<file path="config.mk">
export PLATFORM = sky130hd
export DESIGN_NAME = seq_divider
export DESIGN_NICKNAME = d
export VERILOG_FILES = /design/src/rtl/div_pkg.sv /design/src/rtl/cond_sub.sv /design/src/rtl/seq_divider.sv
export SDC_FILE = /design/constraint.sdc
export NUM_CORES = 1
export LEC_CHECK = 0
export CAP_MARGIN = 20
export CELL_PAD_IN_SITES_DETAIL_PLACEMENT = 1
export CELL_PAD_IN_SITES_GLOBAL_PLACEMENT = 2
export CORE_ASPECT_RATIO = 0.5
export CORE_UTILIZATION = 30
export CTS_CLUSTER_DIAMETER = 150
export CTS_CLUSTER_SIZE = 10
export DETAILED_ROUTE_END_ITERATION = 10
export GPL_ROUTABILITY_DRIVEN = 0
export PLACE_DENSITY_LB_ADDON = 0.3
export SLEW_MARGIN = 20
export SYNTH_ARGS = -nofsm -noshare
export SYNTH_HDL_FRONTEND = slang
export SYNTH_HIERARCHICAL = 1
export SYNTH_SLANG_ARGS = --single-unit
</file>
<file path="constraint.sdc">
create_clock -name clk -period 2 [get_ports clk]
set_input_delay 0.5 -clock clk [delete_from_list [all_inputs] [get_ports clk]]
set_output_delay 0.5 -clock clk [all_outputs]
set_load 0.02 [all_outputs]
</file>
<file path="src/rtl/div_pkg.sv">
// Shared types and constants for the sequential restoring divider.
package div_pkg;

    localparam int unsigned DIV_W = 4;

    typedef enum logic [1:0] {
        IDLE = 2'd0,
        RUN  = 2'd1,
        DONE = 2'd2
    } div_state_t;

endpackage

</file>
<file path="src/rtl/cond_sub.sv">
// Combinational (W+1)-bit trial subtractor; borrow is the sign of the difference.
module cond_sub #(
    parameter int unsigned W = 4
) (
    input  logic [W:0]   a,
    input  logic [W-1:0] b,
    output logic [W-1:0] diff,
    output logic         borrow
);

    assign {borrow, diff} = a - {1'b0, b};

endmodule

</file>
<file path="src/rtl/seq_divider.sv">
// Iterative restoring unsigned divider: one quotient bit per clock, start/busy/done handshake.
module seq_divider
    import div_pkg::*;
#(
    parameter int unsigned N = DIV_W
) (
    input  logic         clk,
    input  logic         rst_n,
    input  logic         start,
    input  logic [N-1:0] dividend,
    input  logic [N-1:0] divisor,
    output logic         busy,
    output logic         done,
    output logic [N-1:0] quotient,
    output logic [N-1:0] remainder,
    output logic         div_by_zero
);

    localparam int unsigned CW = $clog2(N);

    div_state_t    state_q, state_d;
    logic [N-1:0]  rem_q;
    logic [N-1:0]  sr_q;
    logic [N-1:0]  dvs_q;
    logic [CW-1:0] cnt_q;

    logic          load, step, last;
    logic [N:0]    shifted;
    logic [N-1:0]  trial;
    logic          borrow;
    logic [N-1:0]  rem_nxt;
    logic [N-1:0]  sr_nxt;

    // Working remainder stays below 2^N (below the divisor, or the dividend when dividing by 0),
    // so only the shifted-in word needs the extra trial bit.
    assign shifted = {rem_q, sr_q[N-1]};

    cond_sub #(.W(N)) u_cond_sub (
        .a      (shifted),
        .b      (dvs_q),
        .diff   (trial),
        .borrow (borrow)
    );

    assign rem_nxt = borrow ? shifted[N-1:0] : trial;
    assign sr_nxt  = {sr_q[N-2:0], ~borrow};

    assign busy = (state_q == RUN);
    assign done = (state_q == DONE);

    // State register
    always_ff @(posedge clk or negedge rst_n) begin
        if (!rst_n) begin
            state_q <= IDLE;
        end else begin
            state_q <= state_d;
        end
    end

    // Next-state and datapath control
    always_comb begin
        state_d = state_q;
        load    = 1'b0;
        step    = 1'b0;
        last    = 1'b0;
        case (state_q)
            IDLE: begin
                if (start) begin
                    state_d = RUN;
                    load    = 1'b1;
                end
            end
            RUN: begin
                step = 1'b1;
                if (cnt_q == '0) begin
                    last    = 1'b1;
                    state_d = DONE;
                end
            end
            DONE: begin
                if (start) begin
                    state_d = RUN;
                    load    = 1'b1;
                end else begin
                    state_d = IDLE;
                end
            end
            default: state_d = IDLE;
        endcase
    end

    // Working registers and published results
    always_ff @(posedge clk or negedge rst_n) begin
        if (!rst_n) begin
            rem_q       <= '0;
            sr_q        <= '0;
            dvs_q       <= '0;
            cnt_q       <= '0;
            quotient    <= '0;
            remainder   <= '0;
            div_by_zero <= 1'b0;
        end else if (load) begin
            dvs_q       <= divisor;
            sr_q        <= dividend;
            rem_q       <= '0;
            cnt_q       <= CW'(N - 1);
            div_by_zero <= 1'b0;
        end else if (step) begin
            rem_q <= rem_nxt;
            sr_q  <= sr_nxt;
            cnt_q <= cnt_q - CW'(1);
            if (last) begin
                quotient    <= sr_nxt;
                remainder   <= rem_nxt;
                div_by_zero <= (dvs_q == '0);
            end
        end
    end

endmodule

</file>
==> out/qor.txt, run 1 <==
width of the die -> 90.8 um
number of flip-flops and latches in the synthesized netlist -> 25
synth unique cells -> 32
number of setup violations in the final report -> 9
Crit Reg-Reg Startpoint -> sr_q[3]
# clock sinks -> 25
length in cells of the worst reg-to-reg path -> 10
maximum number of pins on one net before global-route repair -> 26
max frequency -> 0.481 GHz
Critical Path AT -> 2.24 ns
final standard cell utilization of the core -> 0.447
initial standard-cell utilization of the core -> 0.328
number of vias per cell after detailed routing -> 4.55
global-route usage over all layers -> 0.143
Seq/Total Area, Yosys -> 0.529
detailed-placement wirelength estimate -> 1.88 mm
count of mapped cells out of synthesis -> 99
Worst EP required -> 2.16 ns
final total power -> 3.13 mW
launch point of the worst hold path -> cnt_q[0]
hold violation count in the final report -> 0
TritonCTS clock tree -> yes
routed wirelength normalized by instance count -> 13.6 um
commonest cells in the netlist -> sky130_fd_sc_hd__dfrtp_1, sky130_fd_sc_hd__inv_1, sky130_fd_sc_hd__mux2_2, sky130_fd_sc_hd__nand2_1
power density over the cells -> 1950 nW/um^2
count of buffer and inverter cells on the critical path -> 3
Routed Antenna Nets -> 0
routed vias -> 841
number of global-route vias before repair -> 824
worst hold path class -> register to register
maximum fanout along the worst path -> 6
layout net count -> 152
number of antenna violations at the first check in global routing -> 0
cell with the most instances after synthesis -> sky130_fd_sc_hd__dfrtp_1
reported leakage power -> 0.753 nW
number of inserted filler cells in the final layout -> 410
EDFF count, synth -> 0
I/O Buffers -> 21
Post-Place Cell Area -> 1520 sq um
CTS root buf -> sky130_fd_sc_hd__clkbuf_8
nature of the critical path endpoint -> register
core box area -> 3600 sq um
yosys synthesis warning count -> 6
worst-margin pin slew -> 0.330 ns
I/O pin count -> 22
fraction of layout instances using a drive strength above 1 -> 0.269
die area -> 4210 sq um
number of inserted diodes -> 0
cells along the critical path -> inv_1 > ha_2 > inv_2 > fa_2 > a21o_1 > a21oi_2 > xor2_1 > buf_4 > nor2_1 > a221o_1
most area-hungry cell type in the Yosys netlist -> sky130_fd_sc_hd__dfrtp_1
Slowest-stage cell, CP -> sky130_fd_sc_hd__dfrtp_1
Max H-tree Level -> 1
summed instance area of the synthesized netlist -> 1180 sq um
nature of the critical path startpoint -> register
number of cells on the worst hold path -> 1
final routed wirelength across all metal layers -> 2.52 mm
end of the worst register-to-register path -> sr_q[0]
setup repair after global routing missed its margin -> yes
synthesized area per cell -> 11.9 sq um
worst-case clock skew -> 0.00358 ns
clock latency of the later-clocked register in the worst-skew pair -> 0.27 ns
standard-cell row count -> 15
DRC errors left -> 0
final number of max-transition violations -> 0
DRC violation total after the first TritonRoute iteration -> 9
run status -> complete, but fails checks
share of Yosys cell area claimed by the top area cell type -> 0.529
first-pass GRT wire length -> 4.33 mm
GRT Residual Overflow -> 0
clock transition time at the flip-flop clock pins of the worst setup and hold paths -> 0.09 ns
MaxCap Viol Count -> 0
Worst path top cell family by delay -> compound AO/OA/AOI/OAI gates
final worst-path cycle share -> 1.04
final worst hold slack -> 0.484 ns
share of async-settable or async-resettable flops after synthesis -> 1.00
Die Ht -> 46.4 um
category of the most critical setup path -> register to register
top cells by area, synth -> sky130_fd_sc_hd__dfrtp_1, sky130_fd_sc_hd__mux2_2, sky130_fd_sc_hd__ha_1, sky130_fd_sc_hd__mux2i_1, sky130_fd_sc_hd__o2bb2ai_1
violations in the final reports -> setup timing
minimum clock period after layout -> 2.08 ns
Largest stage delay, worst path -> 0.39 ns
worst slew slack as a fraction of its limit -> 0.780
hold endpoint -> cnt_q[0]
final non-filler cell area -> 1610 sq um
TritonCTS Buffers -> 3
R2R Setup Slk -> -0.08 ns
area overhead of the layout relative to synthesis -> 36.1%
CTS Hold Bufs -> 0
min setup slack post-route -> -0.0811 ns
primary flip-flop cell chosen by synthesis mapping -> sky130_fd_sc_hd__dfrtp_1
post-synthesis net count -> 116
first drt pass iteration count -> 4
maximum vdd ir drop -> 0.562 mV
maximum buffer depth of the clock tree -> 2
-- per-stage QoR --
step / setup TNS [ns] / worst slack [ns] / instances
global placement: -0.243 / -0.0547 / 179
finish: -0.592 / -0.0811 / 185
detailed placement: -0.769 / -0.121 / 179
global route: -1.75 / -0.211 / 185
CTS: -0.672 / -0.0863 / 184
floorplan: 0 / 0.00944 / 99
-- power breakdown --
part	leakage, nW	internal (mW)	total, mW	switching (mW)
logic	0.420	0.995	1.93	0.933
clock network	0.0255	0.139	0.302	0.163
registers	0.308	0.747	0.902	0.155
total	0.753	1.88	3.13	1.25
-- sequential cells by signal (all words and copies together), names as in the netlist --
| register | count |
|---|---|
| state_q | 2 |
| rem_q | 4 |
| quotient | 4 |
| cnt_q | 2 |
| div_by_zero | 1 |
| dvs_q | 4 |
| remainder | 4 |
| sr_q | 4 |
-- placed cells by master, fill, tap and decap left out, types with 2 or more instances in the layout --
master	synthesis	routed
sky130_fd_sc_hd__xor2_1	3	3
sky130_fd_sc_hd__mux2i_2	0	2
sky130_fd_sc_hd__ha_1	5	4
sky130_fd_sc_hd__buf_4	1	14
sky130_fd_sc_hd__inv_1	9	8
sky130_fd_sc_hd__clkdlybuf4s50_1	0	19
sky130_fd_sc_hd__a21oi_1	3	3
sky130_fd_sc_hd__dlygate4sd2_1	0	2
sky130_fd_sc_hd__mux2_2	7	7
sky130_fd_sc_hd__dfrtp_1	25	25
sky130_fd_sc_hd__nand2_1	7	7
sky130_fd_sc_hd__o21ai_0	5	2
sky130_fd_sc_hd__clkbuf_8	0	3
sky130_fd_sc_hd__o2bb2ai_1	4	3
sky130_fd_sc_hd__a22o_1	3	3
sky130_fd_sc_hd__a21o_1	4	4
sky130_fd_sc_hd__o21ai_1	1	4
-- cell type report --
cell class,count,area [sq um],share of cell area
clock buffers,3,41.3,0.0257
clock inverters,1,5.00,0.00311
inverters,10,45.0,0.0280
multi-input cells,60,515,0.320
flip-flops and latches,25,626,0.389
well taps,51,63.8,0.0397
repair buffers,35,313,0.194
-- repair_timing --
| item | in CTS | in global routing |
|---|---|---|
| endpoints found under the setup margin | 11 | 10 |
| resized for setup | 10 | 2 |
| setup buffers | 1 | 1 |
| pin swaps | 5 | 0 |
-- per-layer routing --
| metal | track usage | up-vias | wire length, um |
|---|---|---|---|
| met4 | 0.0476 | 0 | 0 |
| met3 | 0.0396 | 0 | 84 |
| met1 | 0.203 | 410 | 1320 |
| li1 | - | 415 | - |
| met2 | 0.211 | 16 | 1110 |
| met5 | 0 | - | 0 |
-- worst max path at each step --
stage | start | to | slack (ns) | depth (start not counted)
final | sr_q[3] | sr_q[0] | -0.08 | 10
after global routing | sr_q[3] | remainder[3] | -0.21 | 10
after CTS | sr_q[3] | remainder[3] | -0.09 | 10
after detailed placement | sr_q[3] | rem_q[1] | -0.12 | 10
after global placement | sr_q[3] | rem_q[1] | -0.05 | 10
after floorplan | sr_q[3] | sr_q[0] | 0.009 | 10
-- logic make-up (layout without fill, tap and decap cells) --
kind of cell,Yosys count,count (layout),synth area share
buf+inv,14,49,0.0614
xor+xnor,3,3,0.0222
mux,11,11,0.101
compound gates,24,24,0.144
flops,25,25,0.529
fa+ha+maj,6,6,0.0698
simple gates,16,16,0.0730
Note: power is estimated with default switching activity, not from simulation.
==> run 2, diff against run 1 <==
PLACE_DENSITY = 0.75   (was default)
PLACE_DENSITY_LB_ADDON = default   (was 0.3)
==> out/qor.txt, run 2 (same netlist as run 1, synthesis figures left out) <==
clock transition time at the flip-flop clock pins of the worst setup and hold paths -> 0.09 ns
Routed Antenna Nets -> 0
DRC violation total after the first TritonRoute iteration -> 22
number of antenna violations at the first check in global routing -> 0
worst slew slack as a fraction of its limit -> 0.776
I/O pin count -> 22
DRC errors left -> 0
Largest stage delay, worst path -> 0.38 ns
layout net count -> 153
TritonCTS Buffers -> 3
fraction of layout instances using a drive strength above 1 -> 0.274
post-route met1 wirelength -> 1.30 mm
detailed-placement wirelength estimate -> 1.92 mm
Critical Path AT -> 2.26 ns
min setup slack post-route -> -0.0901 ns
worst hold path class -> register to register
minimum clock period after layout -> 2.09 ns
final non-filler cell area -> 1610 sq um
CTS Hold Bufs -> 0
number of inserted filler cells in the final layout -> 399
final worst-path cycle share -> 1.05
setup repair after global routing missed its margin -> yes
initial standard-cell utilization of the core -> 0.328
commonest cells after routing, fill and taps aside -> sky130_fd_sc_hd__dfrtp_1, sky130_fd_sc_hd__clkdlybuf4s50_1, sky130_fd_sc_hd__buf_4
violations in the final reports -> setup timing
routed length on met3 -> 73 um
maximum buffer depth of the clock tree -> 2
power density over the cells -> 1930 nW/um^2
final total power -> 3.10 mW
final standard cell utilization of the core -> 0.445
# clock sinks -> 25
core box area -> 3600 sq um
nature of the critical path startpoint -> register
number of inserted diodes -> 0
number of vias per cell after detailed routing -> 4.56
combined flip-flop and latch cell area -> 626 sq um
GRT Residual Overflow -> 0
final routed wirelength across all metal layers -> 2.61 mm
CTS root buf -> sky130_fd_sc_hd__clkbuf_8
standard-cell row count -> 15
final number of max-transition violations -> 0
global-route usage over all layers -> 0.135
Die Ht -> 46.4 um
Post-Place Cell Area -> 1520 sq um
Max H-tree Level -> 1
area overhead of the layout relative to synthesis -> 35.8%
Cells after DPL -> 179
number of global-route vias before repair -> 863
uppermost signal routing layer after detailed routing -> met3
routed vias -> 848
worst setup timing slack at the placement stage -> -0.107 ns
nature of the critical path endpoint -> register
die area -> 4210 sq um
maximum number of pins on one net before global-route repair -> 26
worst-case clock skew -> 0.00318 ns
first drt pass iteration count -> 2
I/O Buffers -> 21
reported leakage power -> 0.753 nW
category of the most critical setup path -> register to register
clock latency of the later-clocked register in the worst-skew pair -> 0.27 ns
area occupied by multi-input gates -> 504 sq um
count of buffer and inverter cells on the critical path -> 3
Slowest-stage cell, CP -> sky130_fd_sc_hd__dfrtp_1
maximum vdd ir drop -> 0.626 mV
most frequent standard cell in the layout excluding fill and tap cells -> sky130_fd_sc_hd__dfrtp_1
WL met2 -> 1.23 mm
number of setup violations in the final report -> 9
width of the die -> 90.8 um
TritonCTS clock tree -> yes
maximum fanout along the worst path -> 6
hold violation count in the final report -> 0
MaxCap Viol Count -> 0
cells along the critical path -> inv_1 > ha_2 > inv_2 > fa_2 > a21o_1 > a21oi_2 > xor2_1 > buf_4 > mux2i_2 > o2bb2ai_1
first-pass GRT wire length -> 4.29 mm
routed wirelength normalized by instance count -> 14.0 um
post-route insts no fill -> 186
worst-margin pin slew -> 0.334 ns
Worst EP required -> 2.17 ns
max frequency -> 0.478 GHz
run status -> complete, but fails checks
Worst path top cell family by delay -> adder cells
run 2: cell count changes in the layout (fill, tap and decap cells not counted):
| cell | delta |
|---|---|
| sky130_fd_sc_hd__mux2i_4 | -1 |
| sky130_fd_sc_hd__o21ai_1 | +1 |
| sky130_fd_sc_hd__mux2i_1 | -1 |
| sky130_fd_sc_hd__o2bb2ai_1 | +1 |
| sky130_fd_sc_hd__mux2i_2 | +2 |
| sky130_fd_sc_hd__o21ai_0 | -1 |
| sky130_fd_sc_hd__o2bb2ai_2 | -1 |
| sky130_fd_sc_hd__buf_4 | +1 |
run 2: report_power, final:
group | internal, mW | leakage (nW) | switching (mW)
Combinational | 0.968 | 0.420 | 0.921
Clock | 0.140 | 0.0255 | 0.173
Sequential | 0.747 | 0.308 | 0.154
run 2: area by class of cell:
class | count | share of cell area
inverters | 10 | 0.0281
clock inverters | 1 | 0.00312
clock buffers | 3 | 0.0257
flip-flops and latches | 25 | 0.390
multi-input cells | 60 | 0.314
well taps | 51 | 0.0398
repair buffers | 36 | 0.200
run 2: worst paths after layout:
| kind | cells after the start | startpoint | slack (ns) | endpoint |
|---|---|---|---|---|
| max in group asynchronous | 2 | rst_n | 1.16 | div_by_zero |
| min in group asynchronous | 2 | rst_n | 0.58 | remainder[3] |
| worst min register to register | 1 | cnt_q[0] | 0.48 | cnt_q[0] |
| worst max register to register | 10 | sr_q[3] | -0.09 | rem_q[2] |
| worst max-delay path | 10 | sr_q[3] | -0.09 | rem_q[2] |
| worst min-delay path | 1 | cnt_q[0] | 0.48 | cnt_q[0] |
run 2: through the flow:
step	hold slack [ns]	TNS [ns]
final	0.482	-0.683
after CTS	0.486	-0.602
after global placement	0.458	-0.159
after floorplan	0.204	0
after global routing	0.514	-1.60
after detailed placement	0.475	-0.783
run 2: per-layer routing:
metal,vias up,track usage
met2,11,0.233
met3,0,0.0363
met5,-,0
met1,426,0.179
li1,411,-
met4,0,0.0190
run 2: what timing repair did:
item                                    in CTS  in global routing
setup buffers                                1                  2
resized for setup                            7                  5
endpoints found under the setup margin      11                  9
pin swaps                                    4                  0
==> run 3, diff against run 2 <==
GPL_TIMING_DRIVEN = 0   (was default)
REMOVE_ABC_BUFFERS = 1   (was default)
==> out/qor.txt, run 3 (same netlist as run 1, synthesis figures left out) <==
final total power -> 2.96 mW
minimum clock period after layout -> 2.21 ns
Cells after DPL -> 167
setup repair after global routing missed its margin -> yes
combined flip-flop and latch cell area -> 626 sq um
global-route usage over all layers -> 0.139
number of inserted diodes -> 0
most frequent standard cell in the layout excluding fill and tap cells -> sky130_fd_sc_hd__dfrtp_1
initial standard-cell utilization of the core -> 0.328
maximum buffer depth of the clock tree -> 2
reported leakage power -> 0.725 nW
die area -> 4210 sq um
hold violation count in the final report -> 0
Crit Reg-Reg Startpoint -> sr_q[3]
worst-margin pin slew -> 0.642 ns
fraction of layout instances using a drive strength above 1 -> 0.218
# clock sinks -> 25
violations in the final reports -> setup timing
nature of the critical path endpoint -> register
final routed wirelength across all metal layers -> 2.46 mm
power density over the cells -> 1910 nW/um^2
core box area -> 3600 sq um
Die Ht -> 46.4 um
post-route insts no fill -> 175
final standard cell utilization of the core -> 0.430
number of setup violations in the final report -> 10
DRC errors left -> 0
number of global-route vias before repair -> 825
detailed-placement wirelength estimate -> 1.72 mm
Worst Setup SP -> sr_q[3]
cells along the critical path -> inv_1 > ha_2 > inv_2 > fa_2 > a21o_1 > a21oi_4 > xor2_4 > mux2i_2 > o2bb2ai_1
category of the most critical setup path -> register to register
routed wirelength normalized by instance count -> 14.1 um
worst hold path class -> input port to asynchronous set/reset pin
maximum fanout along the worst path -> 6
number of antenna violations at the first check in global routing -> 0
first drt pass iteration count -> 3
clock transition time at the flip-flop clock pins of the worst setup and hold paths -> 0.09 ns
GRT Residual Overflow -> 0
routed vias -> 821
worst setup timing slack at the placement stage -> -0.636 ns
max frequency -> 0.452 GHz
DRC violation total after the first TritonRoute iteration -> 29
final non-filler cell area -> 1550 sq um
CTS root buf -> sky130_fd_sc_hd__clkbuf_8
first-pass GRT wire length -> 4.23 mm
MaxCap Viol Count -> 0
area occupied by multi-input gates -> 531 sq um
number of vias per cell after detailed routing -> 4.69
nature of the critical path startpoint -> register
Max H-tree Level -> 1
worst-case clock skew -> 0.00427 ns
run status -> complete, but fails checks
Largest stage delay, worst path -> 0.39 ns
Worst EP required -> 2.17 ns
CTS Hold Bufs -> 0
maximum number of pins on one net before global-route repair -> 26
total negative slack -> -1.67 ns
Slowest-stage cell, CP -> sky130_fd_sc_hd__dfrtp_1
final worst hold slack -> 0.220 ns
number of inserted filler cells in the final layout -> 412
standard-cell row count -> 15
final number of max-transition violations -> 0
area overhead of the layout relative to synthesis -> 30.9%
I/O pin count -> 22
Critical Path AT -> 2.38 ns
worst slew slack as a fraction of its limit -> 0.570
commonest cells after routing, fill and taps aside -> sky130_fd_sc_hd__dfrtp_1, sky130_fd_sc_hd__clkdlybuf4s50_1, sky130_fd_sc_hd__inv_1
clock latency of the later-clocked register in the worst-skew pair -> 0.28 ns
Post-Place Cell Area -> 1420 sq um
TritonCTS clock tree -> yes
TritonCTS Buffers -> 3
I/O Buffers -> 21
Routed Antenna Nets -> 0
maximum vdd ir drop -> 0.579 mV
final worst-path cycle share -> 1.11
width of the die -> 90.8 um
layout net count -> 142
min setup slack post-route -> -0.212 ns
## run 3: timing repair
| item | 4_1_cts | 5_1_grt |
|---|---|---|
| setup endpoints to repair | 11 | 11 |
| gates resized for setup | 10 | 4 |
| buffers inserted | 2 | 2 |
| pin swaps | 7 | 2 |
| endpoints found under the hold margin | 0 | 0 |
## run 3: worst max-delay path, delay by kind of cell, from the launching register on
family | cells | cell delay (ns)
multiplexers | 1 | 0.30
adder cells (fa/ha/maj) | 2 | 0.52
buffers and inverters | 2 | 0.10
XOR/XNOR | 1 | 0.31
AO/OA/AOI/OAI | 3 | 0.48
flip-flops | 1 | 0.39
## run 3: metal layers
| metal | global-route usage | up-vias | part of all wire |
|---|---|---|---|
| li1 | - | 394 | - |
| met1 | 0.181 | 408 | 0.53 |
| met2 | 0.221 | 14 | 0.43 |
| met3 | 0.0347 | 5 | 0.028 |
| met4 | 0.0762 | 0 | 0.017 |
| met5 | 0 | - | 0 |
## run 3: final timing paths
kind	depth (start not counted)	slack, ns	end
worst min-delay path	1	0.22	quotient[2]
min in group clk	1	0.48	cnt_q[0]
max in group asynchronous	1	1.39	state_q[0]
worst max-delay path	9	-0.21	rem_q[0]
worst min register to register	1	0.48	cnt_q[0]
worst max register to register	9	-0.21	rem_q[0]
## run 3: area by class of cell
cell class                 count  share of cell area
tap                           51              0.0412
multi-input combinational     60               0.343
sequential                    25               0.404
inverter                      10              0.0291
clock inverter                 1             0.00323
clock buffer                   3              0.0267
timing repair buffer          25               0.153
## run 3: report_power, final
| part | total, mW | internal (mW) | switching, mW |
|---|---|---|---|
| registers | 0.922 | 0.747 | 0.175 |
| clock network | 0.315 | 0.140 | 0.175 |
| logic | 1.72 | 0.843 | 0.879 |
| total | 2.96 | 1.73 | 1.23 |
